File: config.mk
export PLATFORM = sky130hd
export DESIGN_NAME = thermal_encoder
export DESIGN_NICKNAME = d
export VERILOG_FILES = /design/src/rtl/thermal_encoder.sv
export SDC_FILE = /design/constraint.sdc
export NUM_CORES = 1
export LEC_CHECK = 0
export CAP_MARGIN = 0
export CORE_MARGIN = 2
export CORE_UTILIZATION = 30
export CTS_CLUSTER_SIZE = 40
export DETAILED_ROUTE_END_ITERATION = 12
export GPL_TIMING_DRIVEN = 1
export PLACE_DENSITY_LB_ADDON = 0.08
export SETUP_SLACK_MARGIN = 0.4
export SYNTH_ARGS = -nofsm -noshare
export SYNTH_HDL_FRONTEND = slang
export SYNTH_SLANG_ARGS = --single-unit
File: constraint.sdc
create_clock -name clk -period 5.7 [get_ports clk]
set_input_delay 0.57 -clock clk [delete_from_list [all_inputs] [get_ports clk]]
set_output_delay 0.57 -clock clk [all_outputs]
set_load 0.05 [all_outputs]
File: src/rtl/thermal_encoder.sv
// thermal_encoder: pixel to thermometer-code input stage for the BNN core.
// Packs PACK codes per output beat and checks the frame length.
module thermal_encoder #(
    parameter int          LEVELS       = 8,
    parameter int          PACK         = 4,
    parameter int          FRAME_PIXELS = 784,
    parameter logic [7:0]  THR_BASE     = 8'h00,
    parameter logic [7:0]  ERR_CLR_ADDR = 8'h20
) (
    input  logic                   clk,
    input  logic                   rst,
    input  logic [7:0]             s_axis_tdata,
    input  logic                   s_axis_tvalid,
    output logic                   s_axis_tready,
    input  logic                   s_axis_tlast,
    output logic [PACK*LEVELS-1:0] m_axis_tdata,
    output logic                   m_axis_tvalid,
    input  logic                   m_axis_tready,
    output logic                   m_axis_tlast,
    input  logic                   reg_wr_en,
    input  logic [7:0]             reg_wr_addr,
    input  logic [31:0]            reg_wr_data,
    output logic                   err_len
);

    localparam int STEP = 256 / LEVELS;
    localparam int IW   = (PACK > 1) ? $clog2(PACK) : 1;
    localparam int DW   = PACK * LEVELS;

    logic [7:0]        thr [LEVELS];
    logic [LEVELS-1:0] code;
    logic [DW-1:0]     acc;
    logic [DW-1:0]     placed;
    logic [IW-1:0]     idx;
    logic [15:0]       cnt;
    logic              accept;
    logic              flush;
    logic              len_bad;
    logic              err_clr;
    logic              unused_wr_bits;

    assign unused_wr_bits = ^reg_wr_data[31:8];

    assign s_axis_tready = !m_axis_tvalid || m_axis_tready;
    assign accept  = s_axis_tvalid && s_axis_tready;
    assign flush   = (idx == IW'(PACK - 1)) || s_axis_tlast;
    assign len_bad = accept && s_axis_tlast &&
                     (cnt != 16'(FRAME_PIXELS - 1));
    assign err_clr = reg_wr_en && (reg_wr_addr == ERR_CLR_ADDR);

    // Each code bit is an independent compare against its own threshold
    always_comb begin
        code = '0;
        for (int k = 0; k < LEVELS; k++) begin
            code[k] = (s_axis_tdata >= thr[k]);
        end
    end

    // Steer the current code into the slot selected by idx
    always_comb begin
        placed = '0;
        for (int i = 0; i < PACK; i++) begin
            if (idx == IW'(i)) begin
                placed[i*LEVELS +: LEVELS] = code;
            end
        end
    end

    // Threshold register file: evenly spaced defaults, byte-wide writes
    always_ff @(posedge clk or posedge rst) begin
        if (rst) begin
            for (int k = 0; k < LEVELS; k++) begin
                thr[k] <= 8'(k * STEP + STEP / 2);
            end
        end else if (reg_wr_en) begin
            for (int k = 0; k < LEVELS; k++) begin
                if (int'(reg_wr_addr) == int'(THR_BASE) + k) begin
                    thr[k] <= reg_wr_data[7:0];
                end
            end
        end
    end

    // Pack accumulator and output beat register with valid/ready hold
    always_ff @(posedge clk or posedge rst) begin
        if (rst) begin
            m_axis_tvalid <= 1'b0;
            m_axis_tdata  <= '0;
            m_axis_tlast  <= 1'b0;
            idx           <= '0;
            acc           <= '0;
        end else begin
            if (m_axis_tvalid && m_axis_tready) begin
                m_axis_tvalid <= 1'b0;
            end
            if (accept) begin
                if (flush) begin
                    m_axis_tdata  <= acc | placed;
                    m_axis_tvalid <= 1'b1;
                    m_axis_tlast  <= s_axis_tlast;
                    idx           <= '0;
                    acc           <= '0;
                end else begin
                    acc <= acc | placed;
                    idx <= idx + 1'b1;
                end
            end
        end
    end

    // Saturating pixel counter and sticky length error; a new error beats a clear
    always_ff @(posedge clk or posedge rst) begin
        if (rst) begin
            cnt     <= '0;
            err_len <= 1'b0;
        end else begin
            if (accept) begin
                if (s_axis_tlast) begin
                    cnt <= '0;
                end else if (cnt != 16'hFFFF) begin
                    cnt <= cnt + 16'd1;
                end
            end
            if (len_bad) begin
                err_len <= 1'b1;
            end else if (err_clr) begin
                err_len <= 1'b0;
            end
        end
    end

endmodule

==> impl_metrics.env, run 1 <==
export IMPL_status="finished clean"
export IMPL_skew_ns=0.0130
export IMPL_via_count=5881
export IMPL_synth_cells=784
export IMPL_leakage_nw=4.10
export IMPL_r2r_slack_ns=3.27
export IMPL_fp_dieW_um=166
export IMPL_diodes=0
export IMPL_hold_violations=0
export IMPL_cts_tree="yes"
export IMPL_first_global_vias=6088
export IMPL_endpoint_kind="primary output"
export IMPL_clock_path_buffers=2
export IMPL_slew_headroom_pct=30.3
export IMPL_synth_top_area_share_pct=41.0
export IMPL_ir_drop_mv=0.267
export IMPL_root_buffer="clkbuf_16"
export IMPL_cts_buffers=17
export IMPL_wirelength_um=19300
export IMPL_rsz0062_at_grt="false"
export IMPL_first_pass_iters=5
export IMPL_synth_seq_cells=149
export IMPL_synth_top_cells_by_area="dfrtp_1 (41%), ha_1 (11%), mux2_2 (9.2%)"
export IMPL_max_freq_ghz=0.358
export IMPL_ant_nets=0
export IMPL_core_mm2=0.0259
export IMPL_crit_type="primary input to primary output"
export IMPL_layout_commonest_cell="dfrtp_1"
export IMPL_whs_ns=0.489
export IMPL_ys_seq_area_share_pct=47.7
export IMPL_cts_htree_levels=4
export IMPL_hold_class="flop to flop"
export IMPL_routedWlPerCell_um=16.1
export IMPL_worstPathArrival_ns=2.23
export IMPL_holdPathEnd="m_axis_tlast"
export IMPL_place_hpwl_um=13400
export IMPL_port_buffers=65
export IMPL_gp_congestion=0.793
export IMPL_use_met1_pct=19.6
export IMPL_crit_fanout=10
export IMPL_cts_hold_buf=0
export IMPL_reg2reg_from="idx[0]"
export IMPL_io_pins=90
export IMPL_drv_slew=0
export IMPL_yosys_warnings=0
export IMPL_synth_cell_types=45
export IMPL_busiest_layer="met2"
export IMPL_drive_above_1_share_pct=14.8
export IMPL_grtUsageTotal_pct=14.6
export IMPL_synth_edf_count=0
export IMPL_grt_use_met3_pct=3.19
export IMPL_path_clk_slew_ns=0.07
export IMPL_r2r_cells=6
export IMPL_max_slew_worst_pin_slew_ns=1.05
export IMPL_row_count=59
export IMPL_ys_async_sr_fraction_pct=100
export IMPL_reg2reg_to="acc[5]"
export IMPL_netlist_area_mm2=0.00787
export IMPL_nets=970
export IMPL_antenna_found_initial=0
export IMPL_post_route_period_util_pct=49.1
export IMPL_grt_overflow=0
export IMPL_cts_resized=0
export IMPL_drt_iter0_markers=376
export IMPL_synth_avg_cell_area_um2=10.0
export IMPL_startpoint_type="primary input"
export IMPL_via_per_inst=4.93
export IMPL_ys_flop_type="dfrtp_1"
export IMPL_clk_latency_ns=0.42
export IMPL_die_h_um=166
export IMPL_clock_sinks=149
export IMPL_post_cts_buffers=0
export IMPL_drc=0
export IMPL_initial_core_util_pct=30.4
export IMPL_cap_violations=0
export IMPL_fin_tns_setup_ns=0
export IMPL_synth_nets=907
export IMPL_grt_pass1_wl_um=32000
export IMPL_yosys_area_top_type="dfrtp_1"
export IMPL_grt_max_degree=106
export IMPL_period_needed_ns=2.80
export IMPL_finalSetupViolations=0
export IMPL_synthToLayoutAreaGrowth_pct=20.4
export IMPL_mostFrequentLayoutCells="dfrtp_1 (129), a21oi_1 (94), o21ai_0 (71)"
export IMPL_p_per_area_mw_per_mm2=353
export IMPL_fin_util_pct=36.6
export IMPL_die_area_mm2=0.0275
export IMPL_required_ns=5.13
export IMPL_fillCellCount=2583
export IMPL_min_delay_path_depth=2
export IMPL_min_from="m_axis_tlast"
export IMPL_grtUsageMet2_pct=24.2
==> critical path, stage by stage <==
cell and delay [ns]:
clkdlybuf4s50_1 0.44, nand2b_1 0.34, clkdlybuf4s50_1 0.88
==> per-stage QoR <==
step                power, mW  worst slack [ns]  std cells  area, um2
floorplan                1.88              1.16        784       7870
global placement         2.18              2.88       1163       8860
detailed placement       2.20              2.76       1163       8860
CTS                      3.40              2.89       1194       9470
global route             3.53              2.82       1194       9470
finish                   3.34              2.90       1194       9470
==> flip-flops by register name, summed over array words and instances (netlist names) <==
name	count
thr	64
acc	32
m_axis_tdata	32
cnt	16
idx	2
err_len	1
m_axis_tlast	1
m_axis_tvalid	1
==> logic make-up after synthesis <==
group                    after synthesis  synth area share, %
AND/OR/NAND/NOR                      220                 14.4
buffers and inverters                 86                 4.28
flip-flops                           149                 47.7
adder cells (fa/ha/maj)               69                 11.0
multiplexers                          65                 9.30
AO/OA/AOI/OAI                        186                 12.4
XOR/XNOR                               9                 1.00
==> power by group <==
| group | internal [mW] | switching [mW] |
|---|---|---|
| logic | 0.295 | 0.562 |
| registers | 1.21 | 0.106 |
| clock network | 0.705 | 0.466 |
| total | 2.21 | 1.13 |
==> how the worst max path moves through the flow <==
stage,depth (start not counted),startpoint,slack [ns],endpoint
global route,3,m_axis_tready,2.82,s_axis_tready
detailed placement,7,s_axis_tlast,2.76,m_axis_tdata[8]
floorplan,1,rst,1.16,acc[0]
CTS,3,m_axis_tready,2.89,s_axis_tready
global placement,3,m_axis_tready,2.88,s_axis_tready
finish,3,m_axis_tready,2.90,s_axis_tready
==> area by class of cell <==
type | instances | area (um2) | share of cell area [%]
multi-input cells | 549 | 3780 | 39.9
flip-flops and latches | 149 | 3750 | 39.6
repair buffers | 68 | 673 | 7.11
clock buffers | 18 | 439 | 4.64
well taps | 335 | 419 | 4.42
inverters | 62 | 238 | 2.51
clock inverters | 13 | 170 | 1.80
==> cells in the mapped netlist, types with 2 or more instances <==
cell,n
inv_1,62
or3_1,34
o21ai_1,8
dfrtp_1,129
o2111ai_1,2
nand2_2,3
nor2_1,49
nand2b_1,9
o21ai_0,71
mux2_2,64
nand2_1,47
dfstp_2,20
nand3_1,7
nor2b_1,2
nand4_1,2
and3_1,9
and2_1,9
ha_1,69
and4_1,2
nor4_1,5
xor2_1,3
xnor2_1,6
nand3b_1,2
buf_2,11
nor3_1,34
o211ai_1,2
a21oi_1,94
clkbuf_1,12
==> per-layer routing <==
layer | share of wire, % | wire, um
met2 | 48 | 9200
met1 | 48 | 9290
met4 | 0.96 | 186
met3 | 3.1 | 604
met5 | 0 | 0
(Power assumes the default switching activity.)
==> inputs of run 2 (changes only) <==
clock period = 2.37 ns   (was 5.7 ns; I/O delays follow)
==> run 2 against run 1 <==
Effect of this change: first-iteration DRC count increased by 6.9%; sequential power increased by 140%; largest power group unchanged; worst hold slack got worse by 0.32 ns; highest routed layer unchanged; sequential cell count unchanged; cell area increased by 3.2%; register-to-register slack got worse by 2.7 ns; cell count increased by 2.2%; largest cell class unchanged.
==> impl_metrics.env, run 2 (synthesis results as in run 1) <==
export IMPL_status="finished clean"
export IMPL_reg_top3="thr (64), acc (32), m_axis_tdata (32)"
export IMPL_skew_ns=0.0120
export IMPL_largest_register="thr"
export IMPL_drive_above_1_share_pct=18.2
export IMPL_cp_num_cells=1
export IMPL_crit_fanout=2
export IMPL_period_needed_ns=1.87
export IMPL_whs_ns=0.165
export IMPL_cts_hold_buf=0
export IMPL_clock_sinks=149
export IMPL_startpoint_type="flop"
export IMPL_drv_slew=0
export IMPL_endpoint_kind="primary output"
export IMPL_cap_violations=0
export IMPL_initial_core_util_pct=30.4
export IMPL_drc=0
export IMPL_slew_headroom_pct=54.3
export IMPL_max_freq_ghz=0.533
export IMPL_mostFrequentLayoutCells="dfrtp_1 (128), a21oi_1 (94), o21ai_0 (71)"
export IMPL_fp_dieW_um=166
export IMPL_core_mm2=0.0259
export IMPL_io_pins=90
export IMPL_required_ns=2.13
export IMPL_cts_buffers=17
export IMPL_port_buffers=65
export IMPL_drt_iter0_markers=402
export IMPL_antenna_found_initial=0
export IMPL_ant_nets=0
export IMPL_fillCellCount=2568
export IMPL_die_h_um=166
export IMPL_largest_reg_flops=64
export IMPL_cts_htree_levels=4
export IMPL_max_stage_delay_ns=0.83
export IMPL_max_slew_worst_pin_slew_ns=0.681
export IMPL_fin_tns_setup_ns=0
export IMPL_finalSetupViolations=0
export IMPL_first_pass_iters=5
export IMPL_wirelength_um=20500
export IMPL_r2r_cells=4
export IMPL_crit_chain="clkdlybuf4s50_1"
export IMPL_root_buffer="clkbuf_16"
export IMPL_hold_violations=0
export IMPL_via_per_inst=4.90
export IMPL_clk_latency_ns=0.42
export IMPL_nets=995
export IMPL_reg2reg_from="cnt[10]"
export IMPL_grt_pass1_wl_um=32200
export IMPL_grtUsageTotal_pct=14.8
export IMPL_startpoint="m_axis_tdata[7]"
export IMPL_crit_type="flop to primary output"
export IMPL_grt_overflow=0
export IMPL_p_per_area_mw_per_mm2=841
export IMPL_worstPathArrival_ns=1.64
export IMPL_gp_congestion=0.800
export IMPL_first_global_vias=5761
export IMPL_clock_path_buffers=2
export IMPL_rsz0062_at_grt="true"
export IMPL_hold_class="primary input to asynchronous set/reset pin"
export IMPL_path_clk_slew_ns=0.07
export IMPL_post_route_period_util_pct=79.1
export IMPL_cts_tree="yes"
export IMPL_row_count=59
export IMPL_layout_commonest_cell="dfrtp_1"
export IMPL_diodes=0
export IMPL_ir_drop_mv=0.459
export IMPL_cp_buffers_inverters=1
export IMPL_synthToLayoutAreaGrowth_pct=24.2
export IMPL_die_area_mm2=0.0275
export IMPL_routedWlPerCell_um=16.8
export IMPL_critical_path_top_delay_family="buffers and inverters"
export IMPL_grt_max_degree=99
export IMPL_leakage_nw=4.23
export IMPL_via_count=5977
export IMPL_place_hpwl_um=13900
export IMPL_cpMaxStageDelayCell="clkdlybuf4s50_1"
## run 2: report_power, final
part	leakage [nW]	total, mW	switching (mW)	internal, mW
sequential	1.90	3.17	0.259	2.91
combinational	2.04	2.14	1.38	0.756
clock	0.295	2.91	1.14	1.78
## run 2: worst paths after layout
kind                                    endpoint  slack [ns]
worst min-delay path            m_axis_tdata[17]        0.17
worst max register to register            cnt[0]        0.53
max in group asynchronous                thr[20]        1.43
worst min register to register      m_axis_tlast        0.48
worst max-delay path             m_axis_tdata[7]        0.50
min in group clk                    m_axis_tlast        0.48
## run 2: timing repair
action,CTS,global route
gates resized for setup,2,11
setup endpoints to repair,49,50
cloned,0,2
buffers inserted,0,2
## run 2: layout make-up
class | count | area (um2) | share of cell area [%]
Timing Repair Buffer | 93 | 917 | 9.38
Clock buffer | 18 | 429 | 4.39
Multi-Input combinational cell | 549 | 3820 | 39.0
Inverter | 62 | 236 | 2.42
Sequential cell | 149 | 3750 | 38.4
Tap cell | 335 | 419 | 4.29
Clock inverter | 14 | 201 | 2.06
## run 2: metal layers
metal	GRT usage (%)	up-vias	share of wire [%]
li1	-	2950	-
met2	24.0	114	47
met4	3.59	0	1.0
met1	20.4	2902	48
met3	3.00	11	3.7
met5	0	-	0
## run 2: stage by stage
step	power [mW]	instances	cell area (um2)	worst slack (ns)	util (%)
2_1_floorplan	4.51	784	7870	0.274	-
3_3_place_gp	5.28	1184	9050	0.0730	34.9
3_5_place_dp	5.33	1184	9050	0.0758	34.9
4_1_cts	8.30	1216	9700	0.417	37.4
5_1_grt	8.65	1220	9770	0.393	37.7
6_report	8.22	1220	9770	0.495	37.7
==> inputs of run 3 (changes only) <==
clock period = 1.75 ns   (was 2.37 ns; I/O delays follow)
==> run 3 against run 2 <==
Effect of this change: the flow now finishes with violations (setup timing); worst setup slack got worse by 0.56 ns; clock-buffer cell count fell by 1; non-clock buffer count rose by 93; sequential power rose by 36%; highest routed layer unchanged.
==> impl_metrics.env, run 3 (synthesis results as in run 1) <==
export IMPL_status="complete, but fails checks"
export IMPL_violations="setup timing"
export IMPL_startpoint_type="flop"
export IMPL_cap_violations=0
export IMPL_initial_core_util_pct=30.4
export IMPL_whs_ns=0.206
export IMPL_hold_violations=0
export IMPL_io_pins=90
export IMPL_drt_iter0_markers=310
export IMPL_crit_chain="ha_2 > nor2_2 > nand3b_1 > buf_12 > buf_12 > or3_1 > o21ai_1 > a21oi_1"
export IMPL_slew_headroom_pct=69.7
export IMPL_busiest_layer="met2"
export IMPL_gp_congestion=0.791
export IMPL_period_needed_ns=1.82
export IMPL_largest_reg_flops=64
export IMPL_p_per_area_mw_per_mm2=984
export IMPL_drive_above_1_share_pct=44.7
export IMPL_core_mm2=0.0259
export IMPL_drc=0
export IMPL_fin_util_pct=44.3
export IMPL_crit_fanout=10
export IMPL_clk_latency_ns=0.43
export IMPL_grt_overflow=0
export IMPL_layout_commonest_cell="dfrtp_1"
export IMPL_max_slew_worst_pin_slew_ns=0.453
export IMPL_first_global_vias=6649
export IMPL_mostFrequentLayoutCells="dfrtp_1 (129), buf_4 (83), ha_1 (59)"
export IMPL_port_buffers=65
export IMPL_grtUsageTotal_pct=16.1
export IMPL_clock_sinks=149
export IMPL_post_route_period_util_pct=104
export IMPL_root_buffer="clkbuf_16"
export IMPL_cts_hold_buf=0
export IMPL_leakage_nw=5.09
export IMPL_max_freq_ghz=0.551
export IMPL_wirelength_um=22400
export IMPL_die_area_mm2=0.0275
export IMPL_routedWlPerCell_um=17.1
export IMPL_reg2reg_from="idx[1]"
export IMPL_grt_max_degree=47
export IMPL_grt_pass1_wl_um=35600
export IMPL_clock_path_buffers=2
export IMPL_die_h_um=166
export IMPL_reg2reg_to="m_axis_tdata[0]"
export IMPL_hold_class="primary input to asynchronous set/reset pin"
export IMPL_skew_ns=0.0178
export IMPL_required_ns=2.06
export IMPL_setup_ws_ns=-0.0662
export IMPL_grt_use_met3_pct=3.10
export IMPL_first_pass_iters=5
export IMPL_cpMaxStageDelayCell="dfrtp_1"
export IMPL_max_stage_delay_ns=0.37
export IMPL_via_per_inst=4.95
export IMPL_ant_nets=0
export IMPL_cts_htree_levels=4
export IMPL_place_hpwl_um=15000
export IMPL_antenna_found_initial=0
export IMPL_ir_drop_mv=0.740
export IMPL_largest_register="thr"
export IMPL_drv_slew=0
export IMPL_reg_top3="thr (64), acc (32), m_axis_tdata (32)"
export IMPL_rsz0062_at_grt="true"
export IMPL_row_count=59
export IMPL_startpoint="idx[1]"
export IMPL_power_total_mw=11.3
export IMPL_path_clk_slew_ns=0.07
export IMPL_r2r_slack_ns=-0.07
export IMPL_path_common_cell="buf_12"
export IMPL_endpoint_kind="flop"
export IMPL_via_count=6503
export IMPL_crit_type="flop to flop"
export IMPL_dpl_worst_slack_ns=-0.586
export IMPL_diodes=0
export IMPL_r2r_cells=8
export IMPL_synthToLayoutAreaGrowth_pct=45.8
export IMPL_cts_buffers=17
export IMPL_cts_tree="yes"
export IMPL_grtUsageMet2_pct=27.0
export IMPL_nets=1088
export IMPL_use_met1_pct=21.4
export IMPL_worstPathArrival_ns=2.13
export IMPL_fp_dieW_um=166
export IMPL_finalSetupViolations=30
-- run 3: layer usage --
layer  up-vias  wire [um]
met5         -          0
met4         0        285
met3        23        758
met2       111      11000
met1      3224      10400
li1       3145          -
-- run 3: power by group --
group / internal, mW / switching [mW] / leakage, nW
Combinational: 1.22 / 2.13 / 2.91
Sequential: 3.93 / 0.365 / 1.90
Clock: 1.92 / 1.73 / 0.282
Total: 7.07 / 4.23 / 5.09
-- run 3: final cells by class --
class | count | area (um2)
multi-input cells | 549 | 4700
well taps | 335 | 419
flip-flops and latches | 149 | 3750
repair buffers | 186 | 1780
clock inverters | 15 | 159
clock buffers | 17 | 425
fillers | 2420 | 14400
inverters | 62 | 236
-- run 3: worst max path at each step --
stage                     slack (ns)                to
after floorplan                -0.28            acc[0]
after global placement         -0.53  m_axis_tdata[25]
after detailed placement       -0.59  m_axis_tdata[25]
after CTS                      -0.02   m_axis_tdata[0]
after global routing           -0.13  m_axis_tdata[27]
final                          -0.07   m_axis_tdata[0]
-- run 3: critical path, delay by kind of cell (launching register included) --
family          cells  cell delay (ns)
simple gates        3             0.60
buf+inv             2             0.35
flops               1             0.37
fa+ha+maj           1             0.21
compound gates      2             0.16
-- run 3: stage by stage --
| stage | cell area, um2 | setup TNS (ns) | cells |
|---|---|---|---|
| floorplan | 7940 | -38.48 | 784 |
| global placement | 9690 | -37.56 | 1245 |
| detailed placement | 9690 | -41.15 | 1245 |
| CTS | 10900 | -0.0277 | 1292 |
| global route | 11500 | -2.90 | 1313 |
| finish | 11500 | -0.660 | 1313 |
-- run 3: repair_timing --
item                       CTS  global route
gates cloned                 0             5
pin swaps                   52            47
setup buffers               15            16
setup endpoints to repair  173           112
resized for setup          248           137
